===== config.mk =====
export PLATFORM = sky130hd
export DESIGN_NAME = issue_dispatch_queue
export DESIGN_NICKNAME = d
export VERILOG_FILES = /design/src/rtl/riscv_pkg.sv /design/src/rtl/issue_decode.sv /design/src/rtl/issue_dispatch_queue.sv
export SDC_FILE = /design/constraint.sdc
export NUM_CORES = 1
export LEC_CHECK = 0
export ABC_AREA = 1
export CAP_MARGIN = 40
export CORE_MARGIN = 3
export CORE_UTILIZATION = 40
export DETAILED_ROUTE_END_ITERATION = 8
export SYNTH_ARGS = -nofsm -noshare
export SYNTH_HDL_FRONTEND = slang
export SYNTH_SLANG_ARGS = --single-unit

===== constraint.sdc =====
create_clock -name clk_in -period 11.95 [get_ports clk_in]
set_input_delay 1.195 -clock clk_in [delete_from_list [all_inputs] [get_ports clk_in]]
set_output_delay 1.195 -clock clk_in [all_outputs]
set_load 0.1 [all_outputs]

===== src/rtl/riscv_pkg.sv =====
// Shared RV32I opcode constants, dispatch-class encoding and immediate
// extraction helpers used by the issue/dispatch stage.
package riscv_pkg;

  localparam logic [6:0] OP_LUI    = 7'b0110111;
  localparam logic [6:0] OP_AUIPC  = 7'b0010111;
  localparam logic [6:0] OP_JAL    = 7'b1101111;
  localparam logic [6:0] OP_JALR   = 7'b1100111;
  localparam logic [6:0] OP_BRANCH = 7'b1100011;
  localparam logic [6:0] OP_LOAD   = 7'b0000011;
  localparam logic [6:0] OP_STORE  = 7'b0100011;
  localparam logic [6:0] OP_IMM    = 7'b0010011;
  localparam logic [6:0] OP_REG    = 7'b0110011;

  typedef enum logic [1:0] {
    CLS_ROB = 2'd0,
    CLS_RS  = 2'd1,
    CLS_LSB = 2'd2
  } cls_e;

  function automatic logic [31:0] imm_i(input logic [31:0] inst);
    return {{20{inst[31]}}, inst[31:20]};
  endfunction

  function automatic logic [31:0] imm_s(input logic [31:0] inst);
    return {{20{inst[31]}}, inst[31:25], inst[11:7]};
  endfunction

  function automatic logic [31:0] imm_b(input logic [31:0] inst);
    return {{19{inst[31]}}, inst[31], inst[7], inst[30:25], inst[11:8], 1'b0};
  endfunction

  function automatic logic [31:0] imm_u(input logic [31:0] inst);
    return {inst[31:12], 12'b0};
  endfunction

  function automatic logic [31:0] imm_j(input logic [31:0] inst);
    return {{11{inst[31]}}, inst[31], inst[19:12], inst[20], inst[30:21], 1'b0};
  endfunction

endpackage


===== src/rtl/issue_decode.sv =====
// Combinational RV32I decoder for the queue head: dispatch class, register
// fields, sign-extended immediate and the LUI/AUIPC precomputed result.
module issue_decode
  import riscv_pkg::*;
(
  input  logic [31:0] inst_i,
  input  logic [31:0] pc_i,
  output cls_e        cls_o,
  output logic [6:0]  opcode_o,
  output logic [2:0]  funct3_o,
  output logic        funct7b5_o,
  output logic [4:0]  rd_o,
  output logic [4:0]  rs1_o,
  output logic [4:0]  rs2_o,
  output logic [31:0] imm_o,
  output logic [31:0] value_o,
  output logic        illegal_o
);

  assign opcode_o   = inst_i[6:0];
  assign funct3_o   = inst_i[14:12];
  assign funct7b5_o = inst_i[30];
  assign rs1_o      = inst_i[19:15];
  assign rs2_o      = inst_i[24:20];

  always_comb begin
    cls_o     = CLS_ROB;
    rd_o      = inst_i[11:7];
    imm_o     = '0;
    value_o   = '0;
    illegal_o = 1'b0;
    unique case (inst_i[6:0])
      OP_LUI: begin
        imm_o   = imm_u(inst_i);
        value_o = imm_u(inst_i);
      end
      OP_AUIPC: begin
        imm_o   = imm_u(inst_i);
        value_o = pc_i + imm_u(inst_i);
      end
      OP_JAL: begin
        cls_o = CLS_RS;
        imm_o = imm_j(inst_i);
      end
      OP_JALR, OP_IMM: begin
        cls_o = CLS_RS;
        imm_o = imm_i(inst_i);
      end
      OP_BRANCH: begin
        cls_o = CLS_RS;
        rd_o  = '0;
        imm_o = imm_b(inst_i);
      end
      OP_REG: begin
        cls_o = CLS_RS;
      end
      OP_LOAD: begin
        cls_o = CLS_LSB;
        imm_o = imm_i(inst_i);
      end
      OP_STORE: begin
        cls_o = CLS_LSB;
        rd_o  = '0;
        imm_o = imm_s(inst_i);
      end
      default: begin
        // Unknown opcodes still retire through the ROB so the fault is precise.
        rd_o      = '0;
        illegal_o = 1'b1;
      end
    endcase
  end

endmodule


===== src/rtl/issue_dispatch_queue.sv =====
// Circular instruction queue with in-order single-issue dispatch to the
// ROB / RS / LSB, fetch headroom, flush and global-ready freeze.
module issue_dispatch_queue
  import riscv_pkg::*;
#(
  parameter int DEPTH = 16,
  parameter int SKID  = 1,
  parameter int ROB_W = 5
) (
  input  logic                     clk_in,
  input  logic                     rst_in,
  input  logic                     rdy_in,
  input  logic                     flush_in,
  input  logic                     fetch_valid_in,
  input  logic [31:0]              fetch_inst_in,
  input  logic [31:0]              fetch_pc_in,
  output logic                     fetch_ready_out,
  input  logic                     rob_full_in,
  input  logic                     rs_full_in,
  input  logic                     lsb_full_in,
  input  logic [ROB_W-1:0]         rob_tail_id_in,
  output logic                     disp_valid_out,
  output logic                     disp_to_rs_out,
  output logic                     disp_to_lsb_out,
  output logic [6:0]               disp_opcode_out,
  output logic [2:0]               disp_funct3_out,
  output logic                     disp_funct7b5_out,
  output logic [4:0]               disp_rd_out,
  output logic [4:0]               disp_rs1_out,
  output logic [4:0]               disp_rs2_out,
  output logic [31:0]              disp_imm_out,
  output logic [31:0]              disp_pc_out,
  output logic [31:0]              disp_value_out,
  output logic [ROB_W-1:0]         disp_rob_id_out,
  output logic                     disp_illegal_out,
  output logic [$clog2(DEPTH):0]   count_out
);

  localparam int PTR_W = $clog2(DEPTH);
  localparam int CNT_W = PTR_W + 1;

  logic [PTR_W-1:0] head_q, head_d;
  logic [PTR_W-1:0] tail_q, tail_d;
  logic [CNT_W-1:0] count_q, count_d;

  logic [31:0] inst_mem [DEPTH];
  logic [31:0] pc_mem   [DEPTH];

  logic        not_empty;
  logic        not_full;
  logic        push;
  logic        pop;
  logic        blocked;

  cls_e        dec_cls;
  logic [6:0]  dec_opcode;
  logic [2:0]  dec_funct3;
  logic        dec_funct7b5;
  logic [4:0]  dec_rd;
  logic [4:0]  dec_rs1;
  logic [4:0]  dec_rs2;
  logic [31:0] dec_imm;
  logic [31:0] dec_value;
  logic        dec_illegal;
  logic [31:0] head_inst;
  logic [31:0] head_pc;

  assign not_empty       = (count_q != '0);
  assign not_full        = (count_q < CNT_W'(DEPTH));
  assign fetch_ready_out = (count_q < CNT_W'(DEPTH - SKID));
  assign count_out       = count_q;
  assign disp_rob_id_out = rob_tail_id_in;

  assign head_inst = inst_mem[head_q];
  assign head_pc   = pc_mem[head_q];

  issue_decode u_decode (
    .inst_i     (head_inst),
    .pc_i       (head_pc),
    .cls_o      (dec_cls),
    .opcode_o   (dec_opcode),
    .funct3_o   (dec_funct3),
    .funct7b5_o (dec_funct7b5),
    .rd_o       (dec_rd),
    .rs1_o      (dec_rs1),
    .rs2_o      (dec_rs2),
    .imm_o      (dec_imm),
    .value_o    (dec_value),
    .illegal_o  (dec_illegal)
  );

  // Only the units the head instruction actually needs can stall it.
  always_comb begin
    blocked = rob_full_in;
    if (dec_cls == CLS_RS && rs_full_in)   blocked = 1'b1;
    if (dec_cls == CLS_LSB && lsb_full_in) blocked = 1'b1;
  end

  assign pop  = not_empty && rdy_in && !flush_in && !blocked;
  assign push = rdy_in && !flush_in && fetch_valid_in && not_full;

  assign disp_valid_out  = pop;
  assign disp_to_rs_out  = pop && (dec_cls == CLS_RS);
  assign disp_to_lsb_out = pop && (dec_cls == CLS_LSB);

  // Storage is not reset, so decode is masked while the queue is empty.
  assign disp_opcode_out   = not_empty ? dec_opcode   : '0;
  assign disp_funct3_out   = not_empty ? dec_funct3   : '0;
  assign disp_funct7b5_out = not_empty ? dec_funct7b5 : 1'b0;
  assign disp_rd_out       = not_empty ? dec_rd       : '0;
  assign disp_rs1_out      = not_empty ? dec_rs1      : '0;
  assign disp_rs2_out      = not_empty ? dec_rs2      : '0;
  assign disp_imm_out      = not_empty ? dec_imm      : '0;
  assign disp_pc_out       = not_empty ? head_pc      : '0;
  assign disp_value_out    = not_empty ? dec_value    : '0;
  assign disp_illegal_out  = not_empty ? dec_illegal  : 1'b0;

  always_comb begin
    head_d  = head_q;
    tail_d  = tail_q;
    count_d = count_q;
    if (rdy_in) begin
      if (flush_in) begin
        head_d  = '0;
        tail_d  = '0;
        count_d = '0;
      end else begin
        if (push) tail_d = tail_q + PTR_W'(1);
        if (pop)  head_d = head_q + PTR_W'(1);
        unique case ({push, pop})
          2'b10:   count_d = count_q + CNT_W'(1);
          2'b01:   count_d = count_q - CNT_W'(1);
          default: count_d = count_q;
        endcase
      end
    end
  end

  always_ff @(posedge clk_in or posedge rst_in) begin
    if (rst_in) begin
      head_q  <= '0;
      tail_q  <= '0;
      count_q <= '0;
    end else begin
      head_q  <= head_d;
      tail_q  <= tail_d;
      count_q <= count_d;
    end
  end

  always_ff @(posedge clk_in) begin
    if (push) begin
      inst_mem[tail_q] <= fetch_inst_in;
      pc_mem[tail_q]   <= fetch_pc_in;
    end
  end

endmodule


==> results_dict.tcl <==
set metrics [dict create \
    rrSetupSlack_ps 6790 \
    rsz0062_at_grt "false" \
    crit_type "register to output port" \
    antenna_found_initial 15 \
    crit_buf_inv 5 \
    die_h_um 331.7 \
    reg2reg_from "head_q[2]" \
    overflow 0 \
    seq_area_mm2 0.03109 \
    grt_pass1_wl_um 190400 \
    cts_tree "done" \
    io_buffers 203 \
    core_mm2 0.1044 \
    grt_max_degree 205 \
    stdcell_count 5165 \
    via_count 29300 \
    ys_seq_area_frac 0.7321 \
    r2r_end "count_out[4]" \
    crit_fanout 44 \
    crit_slowest_cell "dfrtp_4" \
    synthesis.nets 3498 \
    initial_core_util 0.4066 \
    pre_cts_ws_ps 4010 \
    ys.flop_type "edfxtp_1" \
    avgSynthCellArea_um2 12.51 \
    cts_root_buffer "clkbuf_16" \
    numCtsBuffers 106 \
    crit_path_end_kind "output port" \
    hold_start "count_out[0]" \
    fill_cells 8820 \
    yosys_warnings 0 \
    antenna_left 0 \
    max-cap-violations 0 \
    cp.arrival_ps 7560 \
    path_cells "buf_4 > nand2_4 > inv_2 > buf_4 > nand3_1 > nand4_1 > nand2_1 > ha_1 > fa_1 > nand3_1 > nand2_1 > a21oi_1 > o21ai_0 > a21boi_0 > xor2_1 > o32ai_1 > clkdlybuf4s50_1 > buf_8" \
    startpoint_type "register" \
    dpl.hpwl_um 76390 \
    status "complete, no violations" \
    wl_um 130500 \
    worst_clock_skew_ps 22.63 \
    p_per_area_mw_per_mm2 258.6 \
    clk_latency_ps 680 \
    post_cts_buffers 0 \
    synthArstFlopShare 0.01254 \
    multi_input_area_mm2 0.01019 \
    hold_viol 0 \
    syn_inst 3394 \
    fmax_mhz 114.2 \
    ys_ff_latch 1037 \
    min_period_over_period 0.7330 \
    synth_top_cell_by_area "edfxtp_1" \
    ir_drop_uv 363.0 \
    p_leak_nw 17.91 \
    netlist_top_cells_area "edfxtp_1 (72%), nand2_1 (5.4%), o21ai_0 (3.8%)" \
    syn_to_final_growth_pct 22.15 \
    io_pins 214 \
    finalSetupViolations 0 \
    layout_min_cycle_time_ps 8759 \
    slew_headroom 0.2456 \
    dr.pass1.iters 6 \
    drive_above_1_share 0.1107 \
    worst_hold_path.endpoint "count_out[0]" \
    cp.required_ps 10760 \
    clkTransAtPathRegs_ps 60 \
    die_width_um 331.7 \
    synth_top_cell_area_share 0.7245 \
    avgViaCountPerCell 5.672 \
    grtUsageTotal 0.2312 \
    worst_slew_pin_slew_ps 1132 \
    synth-edff-count 1024 \
    min_path_cells 1 \
    slowest_delay_ps 780 \
    die-area_mm2 0.1101 \
    cts-resized-gates 0 \
    clkSinkCount 1037 \
    path_delay_family "buffers and inverters" \
    worstHoldPathType "register to register" \
    worst_r2r_path_depth 22 \
    rows 118 \
    htree_levels 3 \
    place_inst 4961 \
    cts_max_path_buffers 3 \
    drc 0 \
    synth_cell_types 54 \
    avgRoutedWirePerCell_um 25.26 \
    tns_ps 0 \
    dr.first_iter.drc_count 3648 \
    grt_pass1_vias 27830 \
    synth_area_mm2 0.04244 \
    worst_slack_ps 3191 \
    finalMaxSlewViolations 0 \
    postCtsHoldBufs 0 \
    fin_nets 3793 \
    gp_congestion 0.8628 \
]
kinds of logic after synthesis:
| group | Yosys count | synth area share |
|---|---|---|
| simple gates | 1210 | 0.1171 |
| flops | 1037 | 0.7321 |
| compound gates | 797 | 0.1097 |
| buf+inv | 313 | 0.03086 |
| fa+ha+maj | 27 | 0.008136 |
| xor+xnor | 10 | 0.002063 |
cell usage after synthesis, types with 19 or more instances:
| master | instances |
|---|---|
| inv_1 | 85 |
| o22ai_1 | 72 |
| o21ai_0 | 320 |
| nand2_1 | 614 |
| buf_2 | 57 |
| clkbuf_1 | 124 |
| o21ai_1 | 20 |
| nand4_1 | 40 |
| nor2_1 | 370 |
| buf_1 | 19 |
| a21oi_1 | 228 |
| a221oi_1 | 56 |
| ha_1 | 26 |
| o221ai_1 | 35 |
| edfxtp_1 | 1024 |
| nand3_1 | 140 |
area by class of cell:
cell class / instances / share of cell area
antenna: 9 / 0.0004344
clock buffer: 137 / 0.05522
clock inverter: 58 / 0.01228
inverter: 99 / 0.007481
multi-input combinational: 2044 / 0.1966
sequential: 1037 / 0.5997
tap: 1380 / 0.03330
timing repair buffer: 401 / 0.09504
power by group:
group	internal (mW)	leakage [nW]	total, mW	switching (mW)
registers	4.05	9.38	4.12	0.0679
logic	1.74	6.82	5.95	4.21
clock network	1.96	1.71	3.34	1.37
total	7.76	17.9	13.4	5.65
worst reg2reg max path: cells and delay by family, from the launching register on:
family                     cells  cell delay (ps)
DFF                            1              780
adders and majority gates      1              320
AOI/OAI and AO/OA              1              140
buffers and inverters          5             1740
and+or+nand+nor               15             2060
how the worst max path moves through the flow:
stage	to	slack, ps	depth (start not counted)	startpoint
finish	disp_value_out[24]	3190	18	head_q[2]
global route	disp_value_out[28]	2840	22	head_q[2]
CTS	disp_value_out[24]	3260	18	head_q[2]
detailed placement	disp_value_out[28]	4010	22	head_q[2]
global placement	disp_value_out[28]	3640	21	head_q[2]
floorplan	disp_value_out[24]	5020	20	head_q[0]
layer usage:
| metal | vias up | global-route usage | part of all wire |
|---|---|---|---|
| met2 | 1417 | 0.3667 | 0.47 |
| met4 | 8 | 0.08987 | 0.040 |
| met5 | - | 0 | 0.00041 |
| met1 | 14540 | 0.3187 | 0.41 |
| met3 | 254 | 0.03968 | 0.087 |
| li1 | 13080 | - | - |
cells in the final DEF (no fill, tap or decap), types with 9 or more instances in the layout:
| cell | n |
|---|---|
| a221o_1 | 9 |
| nand2_1 | 614 |
| clkdlybuf4s50_1 | 203 |
| bufinv_16 | 13 |
| o21ai_1 | 20 |
| nor3_1 | 12 |
| clkbuf_1 | 25 |
| inv_2 | 10 |
| buf_4 | 49 |
| clkinv_1 | 23 |
| clkbuf_16 | 109 |
| dfrtp_1 | 9 |
| clkinv_2 | 19 |
| inv_1 | 84 |
| nor2_4 | 20 |
| edfxtp_1 | 1024 |
| ha_1 | 26 |
| diode_2 | 9 |
| nand3_1 | 140 |
| a21oi_1 | 228 |
| nand4_1 | 40 |
| o22ai_1 | 72 |
| buf_8 | 121 |
| o21ai_0 | 320 |
| a221oi_1 | 56 |
| nor2_1 | 354 |
| o221ai_1 | 35 |
| buf_16 | 20 |
per-stage QoR:
| step | instance area, um2 | util | hold slack (ps) | total power [mW] |
|---|---|---|---|---|
| 2_1_floorplan | 42440 | - | 571.0 | 7.728 |
| 3_3_place_gp | 45840 | 0.4391 | 600.8 | 9.302 |
| 3_5_place_dp | 48320 | 0.4629 | 606.7 | 10.10 |
| 4_1_cts | 51820 | 0.4965 | 614.8 | 13.43 |
| 5_1_grt | 51830 | 0.4965 | 656.9 | 13.92 |
| 6_report | 51840 | 0.4967 | 610.7 | 13.41 |
sequential cells by signal, summed over array words and instances (netlist names):
register	count
tail_q	4
count_out	5
head_q	4
inst_mem	512
pc_mem	512
No activity file was read; power rests on OpenSTA's default activity.
